==> config.mk <==
export PLATFORM = sky130hd
export DESIGN_NAME = dff_bank_write_arbiter
export DESIGN_NICKNAME = d
export VERILOG_FILES = /design/src/rtl/dff_bank_write_arbiter.sv
export SDC_FILE = /design/constraint.sdc
export NUM_CORES = 1
export LEC_CHECK = 0
export CORE_MARGIN = 2
export CORE_UTILIZATION = 44
export DETAILED_ROUTE_END_ITERATION = 7
export PLACE_DENSITY = 0.95
export SLEW_MARGIN = 30
export SYNTH_ARGS = -nofsm -noshare
export SYNTH_HDL_FRONTEND = slang
export SYNTH_SLANG_ARGS = --single-unit
==> constraint.sdc <==
create_clock -name clk -period 3.6 [get_ports clk]
set_input_delay 0.72 -clock clk [delete_from_list [all_inputs] [get_ports clk]]
set_output_delay 0.72 -clock clk [all_outputs]
set_load 0.005 [all_outputs]
==> src/rtl/dff_bank_write_arbiter.sv <==
// Round-robin write arbiter/sequencer sharing one enable-gated register bank among NREQ requesters.
// Define ARB_FIXED_PRIO_EN to replace round-robin with fixed lowest-index-wins priority.
module dff_bank_write_arbiter #(
    parameter int NREQ  = 4,
    parameter int WIDTH = 8,
    parameter int IDW   = 2
) (
    input  logic                    clk,
    input  logic                    reset,
    input  logic [NREQ-1:0]         req,
    input  logic [NREQ*WIDTH-1:0]   wdata,
    output logic [NREQ-1:0]         gnt,
    output logic [NREQ-1:0]         ack,
    output logic                    reg_en,
    output logic [WIDTH-1:0]        reg_d,
    output logic                    busy,
    output logic [IDW-1:0]          last_id
);

    typedef enum logic [1:0] {
        S_IDLE  = 2'd0,
        S_WRITE = 2'd1,
        S_ACK   = 2'd2
    } state_t;

    state_t             r_state;
    logic [NREQ-1:0]    r_gnt;
    logic [NREQ-1:0]    r_ack;
    logic               r_en;
    logic               r_busy;
    logic [WIDTH-1:0]   r_d;
    logic [IDW-1:0]     r_win;
    logic [IDW-1:0]     r_last;
`ifndef ARB_FIXED_PRIO_EN
    logic [IDW-1:0]     r_ptr;
`endif

    logic               w_any;
    logic [IDW-1:0]     w_win;
    logic [NREQ-1:0]    w_win_oh;
    logic [WIDTH-1:0]   w_wdata;

    assign w_any = |req;

`ifdef ARB_FIXED_PRIO_EN
    always_comb begin
        w_win = '0;
        for (int i = NREQ - 1; i >= 0; i--) begin
            if (req[i]) begin
                w_win = IDW'(i);
            end
        end
    end
`else
    // Lowest requester above the pointer wins; failing that, wrap to the lowest at or below it.
    always_comb begin
        w_win = '0;
        for (int i = NREQ - 1; i >= 0; i--) begin
            if (req[i] && (IDW'(i) <= r_ptr)) begin
                w_win = IDW'(i);
            end
        end
        for (int i = NREQ - 1; i >= 0; i--) begin
            if (req[i] && (IDW'(i) > r_ptr)) begin
                w_win = IDW'(i);
            end
        end
    end
`endif

    always_comb begin
        w_win_oh = '0;
        w_wdata  = '0;
        for (int i = 0; i < NREQ; i++) begin
            if (w_win == IDW'(i)) begin
                w_win_oh[i] = 1'b1;
                w_wdata     = wdata[i*WIDTH +: WIDTH];
            end
        end
    end

    always_ff @(posedge clk or posedge reset) begin
        if (reset) begin
            r_state <= S_IDLE;
            r_gnt   <= '0;
            r_ack   <= '0;
            r_en    <= 1'b0;
            r_busy  <= 1'b0;
            r_d     <= '0;
            r_win   <= '0;
            r_last  <= IDW'(NREQ - 1);
`ifndef ARB_FIXED_PRIO_EN
            r_ptr   <= IDW'(NREQ - 1);
`endif
        end else begin
            case (r_state)
                S_IDLE: begin
                    r_ack <= '0;
                    if (w_any) begin
                        r_d     <= w_wdata;
                        r_gnt   <= w_win_oh;
                        r_en    <= 1'b1;
                        r_busy  <= 1'b1;
                        r_win   <= w_win;
                        r_state <= S_WRITE;
                    end else begin
                        r_gnt  <= '0;
                        r_en   <= 1'b0;
                        r_busy <= 1'b0;
                    end
                end
                // The bank samples r_d at the end of this cycle; the grant becomes the ack.
                S_WRITE: begin
                    r_en    <= 1'b0;
                    r_gnt   <= '0;
                    r_ack   <= r_gnt;
                    r_last  <= r_win;
`ifndef ARB_FIXED_PRIO_EN
                    r_ptr   <= r_win;
`endif
                    r_state <= S_ACK;
                end
                S_ACK: begin
                    r_ack   <= '0;
                    r_busy  <= 1'b0;
                    r_state <= S_IDLE;
                end
                default: begin
                    r_gnt   <= '0;
                    r_ack   <= '0;
                    r_en    <= 1'b0;
                    r_busy  <= 1'b0;
                    r_state <= S_IDLE;
                end
            endcase
        end
    end

    assign gnt     = r_gnt;
    assign ack     = r_ack;
    assign reg_en  = r_en;
    assign reg_d   = r_d;
    assign busy    = r_busy;
    assign last_id = r_last;

endmodule

; ---- Yosys cells after proc, flatten, opt, wreduce, memory -nomap -nowiden
; Index checks and enable logic that the tools add are counted.
[totals]
word_cells = 58
reg_bits = 24
in_bits = 38
[classes]
muxes = 24
n_eq_ne = 6
magnitude_cmp = 8
reduce_logical = 12
[ops]
columns = op, count
row1 = $mux 8, 4
row2 = $mux 2, 9
row3 = $logic_and 1x1->1, 8
row4 = $mux 4, 2
row5 = $pmux 4 s2, 1
row6 = $eq 2x2->1 const B, 3
row7 = $mux 1, 5
row8 = $eq 2x1->1 const B, 2
row9 = $gt 1x2->1 const A, 2
row10 = $gt 2x2->1 const A, 2
row11 = $le 1x2->1 const A, 2
row12 = $le 2x2->1 const A, 2
row13 = $logic_not 2->1, 2
row14 = $pmux 1 s2, 2
row15 = $pmux 2 s2, 1
row16 = $reduce_or 4->1, 1
row17 = $ne 2x2->1 const B, 1
row18 = $reduce_and 2->1, 1

; ---- Longest topological paths before layout
; Gate-level depths: netlist of the first run.
[depth]
ltp_word = 15
ltp_mapped = 7

; ---- Worst setup path after synthesis of the first run
; No wires, ideal clock.
[synth_path]
path_type = input -> register
startpoint = in req[1]
endpoint = reg r_d[0] (netlist: reg_d[0])
stages = 6
setup_slack_ns = 1.680
arrival_time_ns = 1.793
required_ns = 3.473
cell_sequence = nor2_1 > nor2_1 > or4_1 > buf_2 > a21oi_1 > o31ai_1
[synth_between]
elab_chain_cells = 12
word_cells_on_any_way = 18
classes_between = eq/ne: 3 / mux: 10 / reduce/logical: 5
[synth_lines]
columns = element, line
row1 = "start, declared", 10  ; input logic [NREQ-1:0] req,
row2 = $logic_and 1x1->1, 59  ; if (req[i] && (IDW'(i) <= r_ptr)) begin
row3 = $mux 2 (2 in series), 59
row4 = $mux 2 (4 in series), 64  ; if (req[i] && (IDW'(i) > r_ptr)) begin
row5 = $logic_not 2->1, 75  ; if (w_win == IDW'(i)) begin
row6 = $mux 8 (4 in series), 75
row7 = "end signal, assigned", 100  ; r_d <= w_wdata;
row8 = "end, declared", 31  ; logic [WIDTH-1:0] r_d;
; Several ways; a longest one is shown, not always the timed one.
; A chain may end at the register's enable or synchronous reset.

; ---- Final worst setup path of the first run
[layout_path]
startpoint = in req[3]
endpoint = reg r_d[2] (netlist: reg_d[2])
[layout_between]
elab_chain_cells = 14
word_cells_on_any_way = 20
classes_between = eq/ne: 3 / mux: 12 / reduce/logical: 5
[layout_lines]
columns = element, line
row1 = $logic_and 1x1->1, 59
row2 = $mux 2 (4 in series), 59
row3 = $mux 2 (4 in series), 64
row4 = $logic_not 2->1, 75
row5 = $mux 8 (4 in series), 75
; Several ways; a longest one is shown, not always the timed one.

==> summary.md, run 1 <==
| Metric | Value |
|---|---|
| Area leader, netlist | `dfrtp_1` |
| Post-synth ARST share | `1.000` |
| Worst min path class | `reg2reg` |
| Dominant register cell in the synthesized netlist | `dfrtp_1` |
| Worst reg2reg path startpoint | `r_ptr[1]$_DFFE_PP1N_` |
| Switching Fraction | `0.3687` |
| Placer Congestion | `0.8458` |
| CTS clk-pin slew, worst paths | `0.15 ns` |
| Clock tree buffer depth | `2` |
| Required @ worst endpoint | `3.85 ns` |
| Terminus of the critical flop-to-flop path | `reg_d[2]$_DFFE_PP0P_` |
| Worst rel slew slack | `0.4779` |
| Pin count of the biggest net entering global routing | `25` |
| # setup viols final | `0` |
| Overall routing resource usage | `0.2107` |
| Post-synth net total | `173` |
| DRC viols | `0` |
| Largest stage delay on the critical path | `0.63 ns` |
| Setup TNS | `0 ns` |
| Hold path start | `reg_en$_DFFE_PP0P_` |
| Core area | `2758 sq um` |
| Critical Path Fanout Max | `20` |
| Leak | `0.0007919 uW` |
| Clock Latency Late Sink | `0.34 ns` |
| Root Buffer | `clkbuf_4` |
| Ranking of synthesized cells by area | `dfrtp_1 43%, nand2_1 5.9%, a2bb2oi_1 4.8%, dfstp_2 4.1%, o211ai_1 4.1%` |
| Area after DPL | `1847 sq um` |
| Pre-antenna DRT Iters | `4` |
| Area Growth Syn to Fin | `48.82%` |
| Critical Path Slowest Stage Cell | `clkdlybuf4s50_1` |
| Unrepaired setup endpoints after global routing | `no` |
| Final hold violation count | `0` |
| Synthesized area | `1276 sq um` |
| R2r setup slk | `1.45 ns` |
| Worst hold path depth | `2` |
| Sequential share of power | `0.349` |
| Cts hold-fix bufs | `0` |
| Post-DRT Antenna Nets | `0` |
| WHS Endpoint | `reg_en$_DFFE_PP0P_` |
| Fin crit period | `2.542 ns` |
| Design area | `1899 sq um` |
| Share of cells above drive strength 1 | `0.08466` |
| Crit-path cells | `clkdlybuf4s50_1 > nor2_2 > a211o_1 > inv_2 > o211ai_1 > o31ai_1` |
| CP Launch Type | `primary input` |
| PostCTS Resize Cnt | `0` |
| Share of the synthesized area in the top cell type | `0.4314` |
| Setup WS post-layout | `1.058 ns` |
| Starting density of the core | `0.4628` |
| Yosys Warn Count | `0` |
| HPWL after detailed placement | `2375 microns` |
| Total grt overflow | `0` |
| Nets | `228` |
| Die W | `57.86 microns` |
| Critical Path AT | `2.79 ns` |
| Buf/Inv on CP | `2` |
| Status | `finished clean` |
| Die Area | `3347 sq um` |
| Power Density | `731.4 nW/um^2` |
| Worst slew pin tran | `0.7831 ns` |
| First-pass GRT wire length | `5423 microns` |
| Max Cap Viol | `0` |
| Post-synth EDFFs | `0` |
| Seq/Total Area, Yosys | `0.4725` |
| Row cnt | `19` |
| Via count | `1244` |
| Cts bufs inserted | `3` |
| F_max | `0.3934 GHz` |
| Initial antenna violation count | `0` |
| Most frequent cell after synthesis | `dfrtp_1` |
| Die H | `57.86 microns` |
| Worst VDD drop | `0.0005012 V` |
| H-tree depth | `1` |
| Max Slew Vio Count | `0` |
| FF+latch count, synth | `24` |
| Int Power | `877.0 uW` |
| Tcrit/Tclk final | `0.7061` |
| P_sw | `512.2 uW` |
| Dpl ws | `0.7393 ns` |
| Top cells by count, synth | `22 x dfrtp_1, 20 x nand2_1, 10 x a21oi_1, 10 x nor2_1` |
| Post-CTS setup buffers | `0` |
| Synthesized instance count | `135` |
| Unique masters post-synth | `37` |
| Combinational share of power | `0.503` |
| Kind of critical path | `in2reg` |
| Drt total wl | `3334 microns` |
| Iter 0 DRT Violations | `25` |
| Port buffer count | `57` |
| Layout Skew | `0.007159 ns` |
| Diode count | `0` |
| Vias in the first global route | `1208` |
| Family with the most delay on the worst path | `buffers and inverters` |
| Clock share of power | `0.148` |
| I/O pin count | `58` |
| Syn Area/Cell | `9.454 sq um` |
| Via/cell ratio | `5.655` |
| Post-detailed-route wirelength per cell | `15.15 microns` |
| Clk sinks | `24` |
| CTS tree | `yes` |
| Worst Reg-to-Reg Cells | `5` |
| Critical path capture point type | `register` |
| Final core utilization | `0.6887` |
logic make-up after synthesis:
kind of cell | synth area share
compound gates | 0.2892
simple gates | 0.1647
mux | 0.01667
flops | 0.4726
buf+inv | 0.05686
power groups by stage:
stage / registers [uW] / clock network [uW] / logic [uW]
6_report: 484 / 205 / 699
3_3_place_gp: 482 / 0 / 675
2_1_floorplan: 468 / 0 / 429
3_5_place_dp: 490 / 0 / 696
5_1_grt: 497 / 211 / 765
4_1_cts: 482 / 204 / 703
worst max path at each step:
| stage | slack, ns | end | start | cells past startpoint |
|---|---|---|---|---|
| 2_1_floorplan | 1.68 | reg_d[0]$_DFFE_PP0P_ | req[1] | 6 |
| 3_3_place_gp | 0.84 | reg_d[5]$_DFFE_PP0P_ | req[3] | 6 |
| 3_5_place_dp | 0.74 | reg_d[2]$_DFFE_PP0P_ | req[3] | 6 |
| 4_1_cts | 1.07 | reg_d[2]$_DFFE_PP0P_ | req[3] | 6 |
| 5_1_grt | 0.92 | reg_d[5]$_DFFE_PP0P_ | req[3] | 7 |
| 6_report | 1.06 | reg_d[2]$_DFFE_PP0P_ | req[3] | 6 |
tightest hold or removal path: stages (launching register included):
cell and delay [ns]:
dfrtp_1 0.38, nand2_1 0.05, nand2_1 0.05
per-stage QoR:
step	std cells	total power, uW	hold WS [ns]
2_1_floorplan	135	896.4	0.4500
3_3_place_gp	216	1157	0.4604
3_5_place_dp	216	1186	0.4675
4_1_cts	220	1389	0.4982
5_1_grt	220	1473	0.5196
6_report	220	1389	0.5035
cells in the final DEF (no fill, tap or decap), types with 2 or more instances in the layout:
cell,count
a211oi_1,2
a21oi_1,10
a2bb2oi_1,7
and2_1,4
clkbuf_4,3
clkdlybuf4s50_1,57
dfrtp_1,22
dfstp_2,2
inv_1,5
inv_2,2
nand2_1,20
nor2_1,10
nor2b_1,4
o211ai_1,7
o21ai_0,5
o21ai_1,2
o31ai_1,7
state kept, by name, indices dropped and copies added, names as in the netlist:
signal	count
gnt	4
reg_d	8
r_ptr	2
busy	1
ack	4
r_win	2
reg_en	1
r_state	2
layout make-up:
cell class	instances	area [sq um]
inverters	7	26.28
clock inverters	1	30.03
well taps	31	38.79
clock buffers	3	22.52
repair buffers	58	578.1
multi-input cells	96	600.6
fillers	203	858.3
flip-flops and latches	24	603.1
per-layer routing:
layer,up-vias,part of all wire,track usage,wire (microns)
li1,592,-,-,-
met1,579,0.39,0.2395,1314
met2,63,0.51,0.3750,1708
met3,10,0.072,0.04688,239
met4,0,0.021,0.09635,70
met5,-,0,0,0
Power figures use the tool's default switching activity.
==> inputs of run 2 (changes only) <==
- CORE_UTILIZATION: 44 -> 41
- PLACE_DENSITY: 0.95 -> 0.9
- clock period: 3.6 -> 2.6 ns (I/O delays scaled with it)
==> run 2 against run 1 <==
Compared with the run above:
- worst setup slack got worse by 0.63 ns
- routed wire length fell by 3.8%
- core utilization fell by 3.9 points
- first-iteration DRC count rose by 40%
- sequential power rose by 39%
- clock power rose by 30%
- register-to-register slack got worse by 0.85 ns
- global-route usage fell by 2.5 points
- largest cell class is now non-clock buffers
==> summary.md, run 2 (synthesized netlist as in run 1, its figures left out) <==
| Metric | Value |
|---|---|
| HPWL after detailed placement | `2562 microns (+7.9%)` |
| Largest register FFs | `8 (unchanged)` |
| Drt total wl | `3206 microns (-3.8%)` |
| Switching Fraction | `0.3576 (-0.01106)` |
| Port buffer count | `57 (unchanged)` |
| Multi-input logic area | `600.6 sq um (unchanged)` |
| Crit-path cells | `clkdlybuf4s50_1 > nor2_2 > a211o_1 > inv_2 > o211ai_1 > o31ai_1` |
| Most common cell after layout, fill and taps aside | `clkdlybuf4s50_1` |
| Hold path start | `busy$_DFFE_PP0P_` |
| Via/cell ratio | `5.396 (-4.6%)` |
| Largest stage delay on the critical path | `0.61 ns (-0.02 ns)` |
| Area after DPL | `1899 sq um (+2.8%)` |
| Diode count | `0 (unchanged)` |
| Post-DRT Antenna Nets | `0 (unchanged)` |
| Kind of critical path | `in2reg` |
| Initial antenna violation count | `0 (unchanged)` |
| Worst slew pin tran | `0.7935 ns (+0.01047 ns)` |
| Overall routing resource usage | `0.1853 (-0.02548)` |
| Max Slew Vio Count | `0 (unchanged)` |
| Share of cells above drive strength 1 | `0.1031 (+0.01844)` |
| Die W | `59.79 microns (+3.3%)` |
| Worst min path class | `reg2reg` |
| Post-detailed-route wirelength per cell | `14.12 microns (-6.8%)` |
| Total grt overflow | `0 (unchanged)` |
| Die H | `59.79 microns (+3.3%)` |
| Vias in the first global route | `1180 (-2.3%)` |
| Nets | `233 (+2.2%)` |
| F_max | `0.4612 GHz` |
| Post-CTS setup buffers | `0 (unchanged)` |
| Status | `finished clean` |
| Sequential share of power | `0.341 (-0.008)` |
| Buf/Inv on CP | `2 (unchanged)` |
| Tcrit/Tclk final | `0.8340` |
| Critical Path AT | `2.38 ns (-0.41 ns)` |
| DRC viols | `0 (unchanged)` |
| Clock tree buffer depth | `2 (unchanged)` |
| Iter 0 DRT Violations | `35 (+40%)` |
| I/O pin count | `58 (unchanged)` |
| Starting density of the core | `0.4250 (-0.03779)` |
| Area Growth Syn to Fin | `52.94%` |
| Power Density | `1011 nW/um^2 (+38%)` |
| Critical Path Slowest Stage Cell | `clkdlybuf4s50_1` |
| First-pass GRT wire length | `5023 microns (-7.4%)` |
| # setup viols final | `0 (unchanged)` |
| Final hold violation count | `0 (unchanged)` |
| Max Cap Viol | `0 (unchanged)` |
| Via count | `1225 (-1.5%)` |
| Core area | `3003 sq um (+8.9%)` |
| CP Launch Type | `primary input` |
| Register area | `603.1 sq um (unchanged)` |
| Design area | `1952 sq um (+2.8%)` |
| Row cnt | `20 (+1)` |
| Unrepaired setup endpoints after global routing | `no` |
| PostCTS Resize Cnt | `0 (unchanged)` |
| Pre-antenna DRT Iters | `4 (unchanged)` |
| Layout Skew | `0.01131 ns (+0.004154 ns)` |
| Combinational share of power | `0.524 (+0.021)` |
| P_sw | `705.9 uW (+38%)` |
| Clock Latency Late Sink | `0.31 ns (-0.03 ns)` |
| Family with the most delay on the worst path | `buffers and inverters` |
| Commonest cells after routing, fill and taps aside | `57 x clkdlybuf4s50_1, 22 x dfrtp_1, 20 x nand2_1, 10 x nor2_1, 10 x a21oi_1` |
| Number of fill cells | `231 (+14%)` |
| Clock share of power | `0.135 (-0.013)` |
| Clk sinks | `24 (unchanged)` |
| Worst reg2reg path startpoint | `r_ptr[0]$_DFFE_PP1N_` |
| Worst VDD drop | `0.0005085 V (+1.5%)` |
| Pin count of the biggest net entering global routing | `25 (unchanged)` |
| Fin crit period | `2.168 ns` |
| Root Buffer | `clkbuf_4` |
| Critical path capture point type | `register` |
| Cts hold-fix bufs | `0 (unchanged)` |
| CTS tree | `yes` |
| Setup TNS | `0 ns (unchanged)` |
| Cts bufs inserted | `3 (unchanged)` |
| Int Power | `1268 uW (+45%)` |
| H-tree depth | `1 (unchanged)` |
| Required @ worst endpoint | `2.81 ns (-1.04 ns)` |
| Leak | `0.0008184 uW (+3.3%)` |
| CTS clk-pin slew, worst paths | `0.12 ns (-0.03 ns)` |
| Die Area | `3575 sq um (+6.8%)` |
| Critical Path Fanout Max | `20 (unchanged)` |
| Worst rel slew slack | `0.4677 (-0.01025)` |
| Placer Congestion | `0.7213 (-15%)` |
| CP startpoint | `req[3]` |
## run 2: cell count changes in the layout (fill, tap and decap cells not counted), sizes merged
| cell | previous run | this run |
|---|---|---|
| inv | 7 | 6 |
| clkinv | 0 | 1 |
| buf | 1 | 6 |
## run 2: metal layers
metal | GRT usage | wire length (microns)
met4 | 0.04444 | 42
met1 | 0.2140 | 1275
met5 | 0 | 0
met3 | 0.02381 | 150
met2 | 0.3556 | 1738
## run 2: power groups by stage
stage / registers, uW / clock network (uW) / logic (uW)
floorplan: 648 / 0 / 593
finish: 673 / 267 / 1030
CTS: 673 / 268 / 1040
global route: 693 / 279 / 1140
detailed placement: 681 / 0 / 1040
global placement: 669 / 0 / 998
## run 2: through the flow
step / cells / hold WS (ns) / worst slack (ns) / power [uW] / utilization
detailed placement: 223 / 0.4706 / 0.1266 / 1718 / 0.6325
global placement: 223 / 0.4597 / 0.2008 / 1667 / 0.6325
floorplan: 135 / 0.4500 / 0.8341 / 1241 / -
global route: 227 / 0.5321 / 0.2761 / 2108 / 0.6500
CTS: 227 / 0.5012 / 0.4454 / 1984 / 0.6500
finish: 227 / 0.4960 / 0.4316 / 1974 / 0.6500
## run 2: layout make-up
class,instances,share of cell area
Clock inverter,1,0.01538
Sequential cell,24,0.3090
Timing Repair Buffer,63,0.3218
Inverter,7,0.01346
Clock buffer,3,0.01154
Tap cell,33,0.02115
Multi-Input combinational cell,96,0.3077
## run 2: final timing paths
path / to / slack, ns / cells past startpoint
worst max-delay path: reg_d[4]$_DFFE_PP0P_ / 0.43 / 6
worst min-delay path: busy$_DFFE_PP0P_ / 0.50 / 2
worst max register to register: reg_d[3]$_DFFE_PP0P_ / 0.60 / 6
worst min register to register: busy$_DFFE_PP0P_ / 0.50 / 2
max in group asynchronous: r_ptr[1]$_DFFE_PP1N_ / 1.66 / 2
min in group asynchronous: reg_en$_DFFE_PP0P_ / 0.55 / 2
## run 2: worst register-to-register path, cell delays in order (launching register included)
cell      delay, ns
dfstp_2        0.64
a211oi_1       0.11
o31ai_2        0.49
buf_12         0.19
a21boi_0       0.21
o221a_1        0.21
a21oi_1        0.07
